==> src/rtl/mux_pkg.sv <==
// rtl/mux_pkg.sv - shared state type and channel-search helpers for the scanning mux
package mux_pkg;

  localparam int MAX_CH = 64;
  localparam int IDX_W  = 6;

  typedef enum logic {
    MANUAL = 1'b0,
    SCAN   = 1'b1
  } state_e;

  typedef struct packed {
    logic             wrap;
    logic [IDX_W-1:0] idx;
  } next_t;

  function automatic logic [IDX_W-1:0] lowest_set_bit(input logic [MAX_CH-1:0] mask);
    logic [IDX_W-1:0] r;
    r = '0;
    for (int i = MAX_CH - 1; i >= 0; i--) begin
      if (mask[i]) r = IDX_W'(i);
    end
    return r;
  endfunction

  // Lowest set bit strictly above cur; if none, wrap to the lowest set bit overall.
  function automatic next_t next_set_bit(input logic [MAX_CH-1:0] mask,
                                         input logic [IDX_W-1:0]  cur);
    next_t r;
    r.wrap = 1'b1;
    r.idx  = lowest_set_bit(mask);
    for (int i = MAX_CH - 1; i >= 0; i--) begin
      if (mask[i] && (IDX_W'(i) > cur)) begin
        r.idx  = IDX_W'(i);
        r.wrap = 1'b0;
      end
    end
    return r;
  endfunction

endpackage

==> src/rtl/mux_scan_seq.sv <==
// rtl/mux_scan_seq.sv - manual/scan state, channel pointer, dwell counter and frame marker
module mux_scan_seq
  import mux_pkg::*;
#(
  parameter int CHANNELS = 8,
  parameter int SEL_W    = 3,
  parameter int DWELL    = 1
) (
  input  logic                clk_i,
  input  logic                rst_i,
  input  logic                en_i,
  input  logic                mode_i,
  input  logic [CHANNELS-1:0] ch_mask_i,
  output logic                beat_o,
  output logic [SEL_W-1:0]    beat_ch_o,
  output logic                frame_o
);

  localparam logic [7:0] DWELL_LAST = 8'(DWELL - 1);

  state_e           state_q, state_d;
  logic [IDX_W-1:0] cur_q, cur_d, eff_cur, low_ch;
  logic [7:0]       dwell_q, dwell_d, eff_dwell;
  logic             pass_q, pass_d, restart_q, restart_d;
  logic             entry, eff_first;
  logic [MAX_CH-1:0] mask;
  next_t            nxt;

  // A scan entered with an empty mask restarts from scratch once channels appear.
  assign mask      = MAX_CH'(ch_mask_i);
  assign low_ch    = lowest_set_bit(mask);
  assign entry     = (state_q == MANUAL) || restart_q;
  assign eff_cur   = entry ? low_ch : cur_q;
  assign eff_dwell = entry ? 8'd0 : dwell_q;
  assign eff_first = entry || pass_q;
  assign nxt       = next_set_bit(mask, eff_cur);
  assign beat_ch_o = SEL_W'(eff_cur);

  always_comb begin
    state_d   = state_q;
    cur_d     = cur_q;
    dwell_d   = dwell_q;
    pass_d    = pass_q;
    restart_d = restart_q;
    beat_o    = 1'b0;
    frame_o   = 1'b0;
    if (en_i) begin
      if (!mode_i) begin
        state_d   = MANUAL;
        restart_d = 1'b0;
      end else begin
        state_d = SCAN;
        if (mask == '0) begin
          if (state_q == MANUAL) restart_d = 1'b1;
        end else begin
          beat_o    = 1'b1;
          restart_d = 1'b0;
          frame_o   = (eff_dwell == 8'd0) && eff_first && (eff_cur == low_ch);
          if (eff_dwell < DWELL_LAST) begin
            dwell_d = eff_dwell + 8'd1;
            cur_d   = eff_cur;
            pass_d  = eff_first;
          end else begin
            dwell_d = 8'd0;
            cur_d   = nxt.idx;
            pass_d  = nxt.wrap;
          end
        end
      end
    end
  end

  always_ff @(posedge clk_i) begin
    if (rst_i) begin
      state_q   <= MANUAL;
      cur_q     <= '0;
      dwell_q   <= '0;
      pass_q    <= 1'b0;
      restart_q <= 1'b0;
    end else begin
      state_q   <= state_d;
      cur_q     <= cur_d;
      dwell_q   <= dwell_d;
      pass_q    <= pass_d;
      restart_q <= restart_d;
    end
  end

endmodule

==> src/rtl/mux_scan_nx1.sv <==
// rtl/mux_scan_nx1.sv - registered N-to-1 mux with manual select and masked auto-scan
module mux_scan_nx1
  import mux_pkg::*;
#(
  parameter int WIDTH    = 1,
  parameter int CHANNELS = 8,
  parameter int SEL_W    = $clog2(CHANNELS),
  parameter int DWELL    = 1
) (
  input  logic                      clk,
  input  logic                      rst,
  input  logic [CHANNELS*WIDTH-1:0] in,
  input  logic                      en,
  input  logic                      mode,
  input  logic [SEL_W-1:0]          sel,
  input  logic [CHANNELS-1:0]       ch_mask,
  output logic [WIDTH-1:0]          out_data,
  output logic [SEL_W-1:0]          out_sel,
  output logic                      out_valid,
  output logic                      frame_start,
  output logic                      sel_err
);

  localparam logic [SEL_W:0] CH_LIM = (SEL_W + 1)'(CHANNELS);

  logic [WIDTH-1:0] chan [CHANNELS];
  logic             beat, frame, sel_ok;
  logic [SEL_W-1:0] beat_ch;
  logic [WIDTH-1:0] data_d, data_q;
  logic [SEL_W-1:0] osel_d, osel_q;
  logic             valid_d, valid_q, frame_d, frame_q, err_d, err_q;

  for (genvar k = 0; k < CHANNELS; k++) begin : g_chan
    assign chan[k] = in[k*WIDTH +: WIDTH];
  end

  mux_scan_seq #(
    .CHANNELS (CHANNELS),
    .SEL_W    (SEL_W),
    .DWELL    (DWELL)
  ) u_seq (
    .clk_i     (clk),
    .rst_i     (rst),
    .en_i      (en),
    .mode_i    (mode),
    .ch_mask_i (ch_mask),
    .beat_o    (beat),
    .beat_ch_o (beat_ch),
    .frame_o   (frame)
  );

  assign sel_ok = {1'b0, sel} < CH_LIM;

  always_comb begin
    data_d  = data_q;
    osel_d  = osel_q;
    err_d   = err_q;
    valid_d = 1'b0;
    frame_d = 1'b0;
    if (en) begin
      if (mode) begin
        err_d = 1'b0;
        if (beat) begin
          data_d  = chan[beat_ch];
          osel_d  = beat_ch;
          valid_d = 1'b1;
          frame_d = frame;
        end
      end else begin
        osel_d = sel;
        err_d  = !sel_ok;
        if (sel_ok) begin
          data_d  = chan[sel];
          valid_d = 1'b1;
        end else begin
          data_d = '0;
        end
      end
    end
  end

  always_ff @(posedge clk) begin
    if (rst) begin
      data_q  <= '0;
      osel_q  <= '0;
      valid_q <= 1'b0;
      frame_q <= 1'b0;
      err_q   <= 1'b0;
    end else begin
      data_q  <= data_d;
      osel_q  <= osel_d;
      valid_q <= valid_d;
      frame_q <= frame_d;
      err_q   <= err_d;
    end
  end

  assign out_data    = data_q;
  assign out_sel     = osel_q;
  assign out_valid   = valid_q;
  assign frame_start = frame_q;
  assign sel_err     = err_q;

endmodule

==> config.mk <==
export PLATFORM = sky130hd
export DESIGN_NAME = mux_scan_nx1
export DESIGN_NICKNAME = d
export VERILOG_FILES = /design/src/rtl/mux_pkg.sv /design/src/rtl/mux_scan_seq.sv /design/src/rtl/mux_scan_nx1.sv
export SDC_FILE = /design/constraint.sdc
export NUM_CORES = 1
export LEC_CHECK = 0
export BUFFER_PORTS_ARGS = -buffer_cell sky130_fd_sc_hd__buf_2
export CAP_MARGIN = 15
export CORE_MARGIN = 2
export CORE_UTILIZATION = 50
export DETAILED_ROUTE_END_ITERATION = 10
export PLACE_DENSITY_LB_ADDON = 0.3
export REMOVE_ABC_BUFFERS = 1
export SLEW_MARGIN = 15
export SYNTH_ARGS = -nofsm -noshare
export SYNTH_HDL_FRONTEND = slang
export SYNTH_SLANG_ARGS = --single-unit
==> constraint.sdc <==
create_clock -name clk -period 2.6 [get_ports clk]
set_clock_uncertainty 0.2 [all_clocks]
set_input_delay 0.52 -clock clk [delete_from_list [all_inputs] [get_ports clk]]
set_output_delay 0.52 -clock clk [all_outputs]
set_load 0.01 [all_outputs]
* Word-level counts from Yosys, hierarchy flattened
Index checks and enable logic that the tools add are counted.
** Operators by class
- Mux-type cells :: 40
- Bitwise gates (word level) :: 7
- Reduce and logical (&&, ||, !) cells :: 19
- Magnitude comparators :: 11
- Add/subtract/negate cells :: 1
- Equal/unequal tests :: 3
** Operators with widths (number)
- 64-bit logical NOT :: 1
- 7-bit two-way mux :: 8
- 6-bit two-way mux :: 9
- 3-bit by 6-bit greater-than comparator with 1-bit output (first input constant) :: 4
- 1-bit two-way mux :: 16
- 8-bit two-way mux :: 2
- 1-bit by 6-bit greater-than comparator with 1-bit output (first input constant) :: 2
- 2-bit by 6-bit greater-than comparator with 1-bit output (first input constant) :: 2
- 1-bit logical AND :: 10
- 3-bit two-way mux :: 3
- 8-bit by 1-bit adder with 8-bit output (second input constant) :: 1
- 4-bit >= comparator (second input constant) :: 2
- 8-bit logical NOT :: 1
- 8-bit by 1-bit less-than comparator with 1-bit output (second input constant) :: 1
- 3-bit inverter with 4-bit output :: 2
- 1-bit binary-select mux with 3-bit select :: 2
- 6-bit equality test :: 1
- 1-bit inverter :: 5
- 5-bit OR reduction :: 1
- 2-bit AND reduction :: 2
- 3-bit inequality test (second input constant) :: 1
- 3-bit AND reduction :: 1
- 1-bit logical OR :: 2
- 2-bit by 1-bit inequality test with 1-bit output (second input constant) :: 1
- 2-bit OR reduction :: 1
** Storage, ports and cells
- Word-level logic and storage cells :: 90
- Register bits :: 23
- Output and inout port bits :: 7
- Input bits :: 23

* Logic depth before layout (Yosys ltp)
Gate-level depths: netlist of run 1.
- Depth after elaboration :: 20
- Gate-level depth with buffers :: 8
- Gate-level depth less buffers :: 6

* Hierarchy
From an unflattened synthesis of run 1, not the netlist that was laid out.
** Second synthesis, totals
- Cell total of the unflattened synthesis :: 128
- Area total of the unflattened synthesis :: 1063.5 sq um
** By module, submodules not included
- mux_scan_seq :: area each 681.9 sq um, sequential area each 120.1 sq um, cells each 91, times used 1
- mux_scan_nx1 :: area each 381.6 sq um, sequential area each 120.1 sq um, cells each 37, times used 1

* Worst setup path after synthesis of run 1
OpenSTA, ideal clock, no wires.
- Path kind :: input port to flip-flop
- From :: input ch_mask[5]
- To :: register data_q, in the netlist out_data
- Data arrival time :: 1.825 ns
- Data required time :: 2.260 ns
- Setup time :: 0.140 ns
- Cell stages on the path :: 6
- Buffers on the path :: 0
- Setup slack :: 0.436 ns
- Cell sequence :: or4_4 -> a31oi_4 -> mux2i_1 -> mux2i_1 -> a2bb2oi_1 -> a31oi_1
** On the way
- Longest elaborated chain between the ends :: 13
- Elaborated cells on any way between the ends :: 19
- Those cells by class :: eq/ne (1); mux (15); bitwise (1); reduce/logical (2)
** RTL lines
- from (decl) :: RTL line mux_scan_nx1.sv:16 : input logic [CHANNELS-1:0] ch_mask,
- 6-bit two-way mux (6 in series) :: RTL line mux_pkg.sv:21 : if (mask[i]) r = IDX_W'(i);
- 6-bit two-way mux :: RTL line mux_scan_seq.sv:33 : assign eff_cur = entry ? low_ch : cur_q;
- 3-bit inverter with 4-bit output (not written as such) :: RTL line mux_scan_nx1.sv:64 : data_d = chan[beat_ch];
- 1-bit binary-select mux with 3-bit select :: RTL line mux_scan_nx1.sv:64
- 1-bit two-way mux (not written as such) (2 in series) :: RTL line mux_scan_nx1.sv:64
- 1-bit two-way mux :: RTL line mux_scan_nx1.sv:63 : if (beat) begin
- 1-bit two-way mux :: RTL line mux_scan_nx1.sv:61 : if (mode) begin
- to (signal assigned) :: RTL line mux_scan_nx1.sv:90 : data_q <= data_d;
- to (decl) :: RTL line mux_scan_nx1.sv:29 : logic [WIDTH-1:0] data_d, data_q;
Parallel ways exist; a longest one is shown, timed or not. The select of a mux whose other input is x is not followed.
A chain may end at the register's enable or synchronous reset.

* Worst setup path in the final report of run 1
- From :: register u_seq.restart_q
- To :: register u_seq.pass_q
** On the way
- Longest elaborated chain between the ends :: 13
- Elaborated cells on any way between the ends :: 30
- Those cells by class :: order compare (9); mux (11); reduce/logical (10)
** RTL lines
- from (decl) :: RTL line mux_scan_seq.sv:24 : logic pass_q, pass_d, restart_q, restart_d;
- from (signal assigned) :: RTL line mux_scan_seq.sv:85 : restart_q <= restart_d;
- 1-bit logical OR * :: RTL line mux_scan_seq.sv:32 : assign entry = (state_q == MANUAL) || restart_q;
- 6-bit two-way mux :: RTL line mux_scan_seq.sv:33
- 3-bit by 6-bit greater-than comparator with 1-bit output :: RTL line mux_pkg.sv:33 : if (mask[i] && (IDX_W'(i) > cur)) begin
- 1-bit logical AND :: RTL line mux_pkg.sv:33
- 7-bit two-way mux (8 in series) :: RTL line mux_pkg.sv:33
- 1-bit two-way mux * :: RTL line mux_scan_seq.sv:59 : if (eff_dwell < DWELL_LAST) begin
- to (signal assigned) :: RTL line mux_scan_seq.sv:84 : pass_q <= pass_d;
- to (decl) :: RTL line mux_scan_seq.sv:24
Mark *: on every way between the ends. The rest lies on a longest branch, timed or not.

==> results.ini, run 1 <==
[floorplanning]
core_um2=2022
io_pins=30
design.die.area_um2=2596
die_w_um=50.96
rows=16
start_util_pct=54.52
die_h_um=50.96

[routing]
vias=1166
via_per_inst=6.169
drtIter0Drc=43
wirelength_um=2931
first_pass_iters=5
post_drt_wl_per_cell_um=15.51
postRouteAntennaNets=0
drc=0

[synthesis]
yosysTopAreaCellShare_pct=21.79
synthFlopType=dfxtp_1
synth_edf_count=0
synth_area_um2=1102
yosys_warnings=0
ys_ff_latch=12
synth_area_per_cell_um2=8.351
synth_most_common_cell=nand2_1
async_flop_share_pct=0
synth_common_cells=nand2_1 (16), dfxtp_1 (12), nor2_1 (9)
ys_seq_area_share_pct=21.79
ys_types=48
netlist_instances=132
synth_area_leaders=dfxtp_1 (22%), mux2i_1 (7.3%), nand2_1 (5.4%)
yosysTopAreaCell=dfxtp_1

[sta]
layout_worst_path_cycle_share_pct=85.84
setup_viol_count_final=0
fin_hold_ws_ns=0.2474
rsz0062_at_grt=false
fin_tns_setup_ns=0
slew_headroom_pct=55.51
hold_viol_final=0
fmax_mhz=448.1
setup_ws_ns=0.3682
finalCriticalPeriod_ns=2.232
worstMarginPinSlew_ns=0.6487
final_max_slew_viol_count=0

[global_route]
grt_remaining_overflow=0
grt.busiest_layer=met2
grt_max_degree=13
gr-usage-all-layers_pct=24.61
grt_pass1_vias=1101
antenna_found_initial=0
grt_pass1_wl_um=4919
grtUsageMet1_pct=31.15
use_met2_pct=41.56
grt_util_met3_pct=6.140

[critical_path]
rr_worst_depth=6
slowest_delay_ns=0.36
critPathSlowestCell=dfxtp_1
r2r_slack_ns=0.37
path_class=reg -> reg
reg2reg_to=u_seq.pass_q$_SDFFE_PP0P_
required_ns=2.59
end_kind=register
worstPathCellList=nand2b_1 > mux2_4 > a21o_1 > o221ai_1 > nand2_1 > a221oi_2
cp.arrival_ns=2.22
cp-start-kind=register
worstPathMaxFanout=8
r2r_start=u_seq.restart_q$_SDFFE_PP0P_

[clocking]
ctsHoldBuffers=0
cts_root_buf=clkbuf_4
clkSinkCount=12
clkSlewWorstSetupHoldPaths_ns=0.07
numCtsBuffers=3
cts_resized=0
clk_latency_ns=0.27
clock_path_buffers=2
cts_tree=done
postCtsSetupBuffers=0
h-tree-depth=1

[final_layout]
nNetsFinal=187
area_delta_synth_final_pct=17.48
fin_cells=189
fin_util_pct=64.05
diodes=0
drive_gt1_share_pct=29.63

[outcome]
status=completed

[power_and_ir_drop]
ir_worst_vdd_v=0.0003550
power_leakage_nw=0.5470
power.density_nw_per_um2=370.9

[placed_design]
place.gp.congestion=0.9160
place.detailed.hpwl_um=2389
numPortBuffers=28
place_ws_ns=0.1205
dp.cells=186

[min_path]
hp-class=reg -> reg
whs_endpoint=out_sel[2]$_SDFFE_PP0P_
hold-path-cell-count=2
worstHoldStart=out_sel[2]$_SDFFE_PP0P_

[job]
drv_cap=0

stage by stage:
stage	power (mW)	instance area (µm²)
3_3_place_gp	0.3660	1272
4_1_cts	0.4807	1295
6_report	0.4804	1295
2_1_floorplan	0.3028	1061
3_5_place_dp	0.3691	1272
5_1_grt	0.5095	1295
worst max-delay path: cells and delay by family (launching register included):
family          cells  cell delay [ns]
flops               1             0.36
simple gates        2             0.40
mux                 1             0.34
compound gates      3             0.85
logic make-up after synthesis:
logic type	synth area share (%)
buf+inv	5.107
xor+xnor	2.384
mux	14.76
compound gates	33.37
simple gates	22.25
other cells	0.3402
flops	21.79
worst max-delay path by stage:
stage | to | slack [ns] | start
3_5_place_dp | out_data$_SDFFE_PP0P_ | 0.12 | ch_mask[5]
3_3_place_gp | out_data$_SDFFE_PP0P_ | 0.12 | ch_mask[5]
4_1_cts | out_data$_SDFFE_PP0P_ | 0.39 | ch_mask[5]
5_1_grt | u_seq.pass_q$_SDFFE_PP0P_ | 0.25 | u_seq.restart_q$_SDFFE_PP0P_
6_report | u_seq.pass_q$_SDFFE_PP0P_ | 0.37 | u_seq.restart_q$_SDFFE_PP0P_
2_1_floorplan | out_data$_SDFFE_PP0P_ | 0.45 | ch_mask[5]
state kept, by name, summed over array words and instances, names as in the netlist:
name and flops:
u_seq.cur_q 3, frame_start 1, out_sel 3, out_valid 1, u_seq.state_q 1, u_seq.restart_q 1
u_seq.pass_q 1, out_data 1
layout make-up:
type	instances	area (µm²)
tap	27	33.78
inverter	4	15.01
clock buffer	3	22.52
multi-input combinational	110	805.8
timing repair buffer	33	177.7
sequential	12	240.2
fill	187	726.9
report_power, final:
part	internal (mW)	switching, mW	total, mW
clock	0.0536	0.0596	0.113
sequential	0.194	0.00695	0.201
combinational	0.0735	0.0925	0.166
total	0.321	0.159	0.480
metal layers:
layer / part of all wire (%) / vias up
li1: - / 571
met1: 44 / 545
met2: 48 / 46
met3: 6.2 / 4
met4: 1.5 / 0
met5: 0 / -
placed cells by master (no fill, tap or decap), types with 2 or more instances in the layout:
cell type / Yosys / routed
a311oi_1: 2 / 2
nand2_1: 16 / 16
dfxtp_1: 12 / 12
a221oi_2: 2 / 2
a211oi_1: 4 / 4
and2_1: 3 / 3
clkbuf_4: 0 / 3
o31ai_1: 3 / 3
nand3_1: 4 / 4
nor3_1: 4 / 4
o21ai_0: 2 / 2
a31oi_1: 4 / 4
nand2b_1: 3 / 3
a21oi_1: 7 / 7
nor2_1: 9 / 9
a41oi_1: 3 / 3
inv_1: 4 / 4
mux2i_1: 8 / 8
buf_2: 0 / 28
o221ai_1: 2 / 2
a21o_1: 5 / 5
buf_4: 1 / 5
mux4_2: 2 / 2
xnor2_1: 3 / 3
Note: power is estimated with default switching activity, not from simulation.
==> run 2, diff against run 1 <==
--- a/config.mk
+++ b/config.mk
@@ -7,3 +7,3 @@
 export LEC_CHECK = 0
-export BUFFER_PORTS_ARGS = -buffer_cell sky130_fd_sc_hd__buf_2
+export BUFFER_PORTS_ARGS = -buffer_cell sky130_fd_sc_hd__clkbuf_2
 export CAP_MARGIN = 15
@@ -12,2 +12,3 @@
 export DETAILED_ROUTE_END_ITERATION = 10
+export GPL_ROUTABILITY_DRIVEN = 0
 export PLACE_DENSITY_LB_ADDON = 0.3
==> constraint.sdc (replaced) <==
create_clock -name clk -period 2.6 [get_ports clk]
set_clock_uncertainty 0.2 [all_clocks]
set_input_delay 0.13 -clock clk [delete_from_list [all_inputs] [get_ports clk]]
set_output_delay 0.13 -clock clk [all_outputs]
set_load 0.01 [all_outputs]
==> run 2 against run 1 <==
Count of clock-buffer cells in the layout stayed put. Critical path depth did not move. Setup slack worse by 0.078 ns. Worst hold slack lost 0.24 ns. Global-route usage decreased by 2.1 points. Non-clock buffer count decreased by 2.
==> results.ini, run 2 (synthesis gave the netlist of run 1 again) <==
[outcome]
status=completed

[sta]
final_max_slew_viol_count=0  ; unchanged
fin_tns_setup_ns=0  ; unchanged
slew_headroom_pct=60.13  ; +4.6 points
layout_worst_path_cycle_share_pct=88.85  ; +3.0 points
fmax_mhz=432.9  ; -3.4%
worstMarginPinSlew_ns=0.5927  ; -0.05610 ns
setup_viol_count_final=0  ; unchanged
setup_ws_ns=0.2899  ; -0.07829 ns
hold_viol_final=0  ; unchanged
rsz0062_at_grt=false
fin_hold_ws_ns=0.01138  ; -0.2360 ns
finalCriticalPeriod_ns=2.310  ; +0.07829 ns

[min_path]
hp-class=in -> reg

[routing]
drc=0  ; unchanged
first_pass_iters=5  ; unchanged
vias=1157  ; -0.77%
postRouteAntennaNets=0  ; unchanged
drtIter0Drc=61  ; +42%
via_per_inst=6.187  ; +0.29%
post_drt_wl_per_cell_um=14.05  ; -9.4%
wirelength_um=2627  ; -10%

[global_route]
grt_pass1_wl_um=4560  ; -7.3%
grt_max_degree=13  ; unchanged
grt_pass1_vias=1040  ; -5.5%
grt_remaining_overflow=0  ; unchanged
antenna_found_initial=0  ; unchanged
gr-usage-all-layers_pct=22.50  ; -2.1 points

[power_and_ir_drop]
power.density_nw_per_um2=365.7  ; -1.4%
power_leakage_nw=0.5375  ; -1.7%
ir_worst_vdd_v=0.0004047  ; +14%

[placed_design]
place_ws_ns=0.3243  ; +0.2037 ns
postPlaceCellArea_um2=1250  ; -1.8%
numPortBuffers=28  ; unchanged
place.detailed.hpwl_um=2257  ; -5.5%

[floorplanning]
core_um2=2022  ; unchanged
io_pins=30  ; unchanged
design.die.area_um2=2596  ; unchanged
die_h_um=50.96  ; unchanged
start_util_pct=54.52  ; unchanged
rows=16  ; unchanged
die_w_um=50.96  ; unchanged

[critical_path]
path_delay_family=compound AO/OA/AOI/OAI gates
end_kind=register
cp.arrival_ns=2.29  ; +0.07 ns
worstPathMaxFanout=8  ; unchanged
worstPathCellList=nand2b_1 > mux2_4 > a21o_1 > o221ai_1 > nand2_1 > a221oi_2
required_ns=2.58  ; about the same
cp-start-kind=register
path_class=reg -> reg
slowest_delay_ns=0.36  ; about the same
critPathSlowestCell=nand2b_1
path_buf_inv=0  ; unchanged

[clocking]
clkSinkCount=12  ; unchanged
clkSlewWorstSetupHoldPaths_ns=0.07  ; about the same
clk_latency_ns=0.26  ; about the same
cts_tree=done
h-tree-depth=1  ; unchanged
cts_root_buf=clkbuf_4
clock_path_buffers=2  ; unchanged
numCtsBuffers=3  ; unchanged

[final_layout]
final_cell_mix=clkbuf_2 (28), nand2_1 (16), dfxtp_1 (12)
area_delta_synth_final_pct=16.35
diodes=0  ; unchanged
n_fill_cell=171  ; -8.6%
layout_commonest_cell=clkbuf_2
fin_util_pct=63.43  ; -0.62 points
finish.instance_area_um2=1282  ; -0.97%
nNetsFinal=185  ; -1.1%
drive_gt1_share_pct=28.13  ; -1.5 points

[job]
drv_cap=0  ; unchanged

run 2: repair_timing:
action	in CTS	in global routing
resized for setup	0	0
buffers inserted	0	0
hold buffers	1	0
hold endpoints to repair	1	0
run 2: through the flow:
stage	std cells	total power, mW
finish	187	0.4690
global route	187	0.4975
CTS	187	0.4707
detailed placement	183	0.3641
global placement	183	0.3624
floorplan	126	0.3028
run 2: path summary, 6_finish.rpt:
| path | endpoint | from | slack (ns) | cells after the start |
|---|---|---|---|---|
| min reg2reg | out_sel[2]$_SDFFE_PP0P_ | out_sel[2]$_SDFFE_PP0P_ | 0.25 | 2 |
| max | u_seq.pass_q$_SDFFE_PP0P_ | u_seq.restart_q$_SDFFE_PP0P_ | 0.29 | 6 |
| min | u_seq.cur_q[2]$_SDFFE_PP0P_ | rst | 0.01 | 2 |
| max reg2reg | u_seq.pass_q$_SDFFE_PP0P_ | u_seq.restart_q$_SDFFE_PP0P_ | 0.29 | 6 |
run 2: final cells by class:
| class | instances | area [µm²] | share of cell area [%] |
|---|---|---|---|
| clock buffer | 3 | 22.52 | 1.756 |
| inverter | 4 | 15.01 | 1.171 |
| multi-input combinational | 110 | 805.8 | 62.83 |
| sequential | 12 | 240.2 | 18.73 |
| tap | 27 | 33.78 | 2.634 |
| timing repair buffer | 31 | 165.2 | 12.88 |
run 2: per-layer routing:
layer | share of wire [%] | global-route usage [%] | up-vias
met4 | 0.72 | 2.703 | 0
met2 | 48 | 37.88 | 62
met1 | 43 | 30.14 | 522
li1 | - | - | 569
met3 | 8.4 | 4.971 | 4
met5 | 0 | 0 | -
run 2: power breakdown:
| group | total (mW) | switching [mW] | internal, mW |
|---|---|---|---|
| combinational | 0.162 | 0.0892 | 0.0724 |
| clock | 0.106 | 0.0526 | 0.0534 |
| sequential | 0.201 | 0.00695 | 0.194 |
==> run 3, diff against run 2 <==
ABC_AREA = 0   (was unset)
PLACE_DENSITY_LB_ADDON = 0.12   (was 0.3)
==> run 3 against run 2 <==
Die area unchanged. Core utilization increased by 0.68 points. Critical path depth unchanged. Highest routed layer unchanged. Clock power increased by 38%. Global-route usage increased by 2.8 points. Total power increased by 9.3%. Largest power group unchanged. Setup slack got worse by 0.035 ns. Maximum frequency decreased by 1.5%.
==> results.ini, run 3 (synthesis gave the netlist of run 1 again) <==
[sta]
setup_viol_count_final=0  ; unchanged
final_max_slew_viol_count=0  ; unchanged
worstMarginPinSlew_ns=0.6393  ; +0.04668 ns
setup_ws_ns=0.2551  ; -0.03484 ns
rsz0062_at_grt=false
hold_viol_final=0  ; unchanged
fin_tns_setup_ns=0  ; unchanged
fmax_mhz=426.5  ; -1.5%
slew_headroom_pct=56.98  ; -3.1 points
finalCriticalPeriod_ns=2.345  ; +0.03484 ns
layout_worst_path_cycle_share_pct=90.19  ; +1.3 points

[critical_path]
critPathCapture=u_seq.pass_q$_SDFFE_PP0P_
path_class=reg -> reg
cp-start-kind=register
rr_worst_depth=6  ; unchanged
required_ns=2.58  ; about the same
r2r_start=u_seq.restart_q$_SDFFE_PP0P_
reg2reg_to=u_seq.pass_q$_SDFFE_PP0P_
startpoint=u_seq.restart_q$_SDFFE_PP0P_
r2r_slack_ns=0.26  ; -0.03 ns
worstPathMaxFanout=8  ; unchanged
cp.arrival_ns=2.33  ; +0.04 ns
end_kind=register

[global_route]
antenna_found_initial=0  ; unchanged
grt_pass1_vias=1092  ; +5.0%
grt.busiest_layer=met2
grtUsageMet1_pct=33.82  ; +3.7 points
grt_pass1_wl_um=5023  ; +10%
grt_max_degree=13  ; unchanged
gr-usage-all-layers_pct=25.29  ; +2.8 points
grt_remaining_overflow=0  ; unchanged
use_met2_pct=41.56  ; +3.7 points
grt_util_met3_pct=5.848  ; +0.88 points

[placed_design]
dp.cells=183  ; unchanged
numPortBuffers=28  ; unchanged
place_ws_ns=0.3290  ; +0.004723 ns
place.detailed.hpwl_um=2370  ; +5.0%

[final_layout]
area_delta_synth_final_pct=17.59
drive_gt1_share_pct=28.57  ; +0.45 points
final_cell_mix=clkbuf_2 (28), nand2_1 (16), dfxtp_1 (12)
diodes=0  ; unchanged
n_fill_cell=202  ; +18%
multi_input_area_um2=805.8  ; unchanged
nNetsFinal=185  ; unchanged
fin_cells=188  ; +0.53%
ff_latch_area_um2=240.2  ; unchanged
layout_commonest_cell=clkbuf_2

[floorplanning]
die_h_um=50.96  ; unchanged
die_w_um=50.96  ; unchanged
io_pins=30  ; unchanged
core_um2=2022  ; unchanged
rows=16  ; unchanged
start_util_pct=54.52  ; unchanged
design.die.area_um2=2596  ; unchanged

[routing]
post_drt_wl_per_cell_um=15.34  ; +9.2%
postRouteAntennaNets=0  ; unchanged
via_per_inst=6.340  ; +2.5%
drtIter0Drc=18  ; -70%
wirelength_um=2883  ; +9.7%
drc=0  ; unchanged
first_pass_iters=4  ; -1
vias=1192  ; +3.0%

[job]
drv_cap=0  ; unchanged

[clocking]
clkSlewWorstSetupHoldPaths_ns=0.08  ; about the same
postCtsSetupBuffers=0  ; unchanged
clkSinkCount=12  ; unchanged
clk_latency_ns=0.27  ; about the same
cts_root_buf=clkbuf_4
cts_tree=done
numCtsBuffers=3  ; unchanged
clock_path_buffers=2  ; unchanged
h-tree-depth=1  ; unchanged

[outcome]
status=completed

[min_path]
hold-path-cell-count=2  ; unchanged
hp-class=in -> reg

[power_and_ir_drop]
power.density_nw_per_um2=395.4  ; +8.1%
ir_worst_vdd_v=0.0003403  ; -16%
power_leakage_nw=0.5447  ; +1.3%

run 3: worst min-delay path by stage:
stage                            start                           to  slack [ns]
6_report                           rst      out_sel[2]$_SDFFE_PP0P_        0.01
4_1_cts                            rst    u_seq.pass_q$_SDFFE_PP0P_       0.006
3_5_place_dp   out_sel[2]$_SDFFE_PP0P_      out_sel[2]$_SDFFE_PP0P_        0.25
5_1_grt                           mode        out_data$_SDFFE_PP0P_        0.02
2_1_floorplan                      rst  u_seq.cur_q[2]$_SDFFE_PP0P_      -0.004
3_3_place_gp   out_sel[2]$_SDFFE_PP0P_      out_sel[2]$_SDFFE_PP0P_        0.24
run 3: per-layer routing:
| layer | vias to the layer above | part of all wire [%] |
|---|---|---|
| li1 | 573 | - |
| met1 | 556 | 42 |
| met2 | 59 | 50 |
| met3 | 4 | 7.6 |
| met4 | 0 | 0.87 |
| met5 | - | 0 |
run 3: power by group:
part / internal, mW / switching, mW / total (mW)
logic: 0.0723 / 0.0919 / 0.164
clock network: 0.0851 / 0.0610 / 0.146
registers: 0.194 / 0.00786 / 0.202
total: 0.352 / 0.161 / 0.513
run 3: worst max-delay path, stage by stage, from the launching register on:
cell and delay (ns):
dfxtp_1 0.36, nand2b_1 0.36, mux2_4 0.35, a21o_1 0.26, a41oi_1 0.30, nand2_1 0.15, a221oi_2 0.28
run 3: metrics by stage:
stage               hold slack [ns]  util (%)  area [µm²]  total power [mW]
floorplan                 -0.003754         -        1061            0.3028
finish                      0.01330     64.11        1296            0.5126
global placement             0.2429     61.82        1250            0.3631
global route                0.01671     64.11        1296            0.5445
detailed placement           0.2548     61.82        1250            0.3668
CTS                        0.005925     64.11        1296            0.5149
run 3: final cells by class:
cell class | count | area share, %
Timing Repair Buffer | 31 | 12.74
Clock buffer | 4 | 2.799
Multi-Input combinational cell | 110 | 62.16
Inverter | 4 | 1.158
Sequential cell | 12 | 18.53
Tap cell | 27 | 2.606
run 3: what timing repair did:
item	in CTS	in global routing
resized for setup	0	0
hold buffers	1	0
endpoints found under the hold margin	1	0
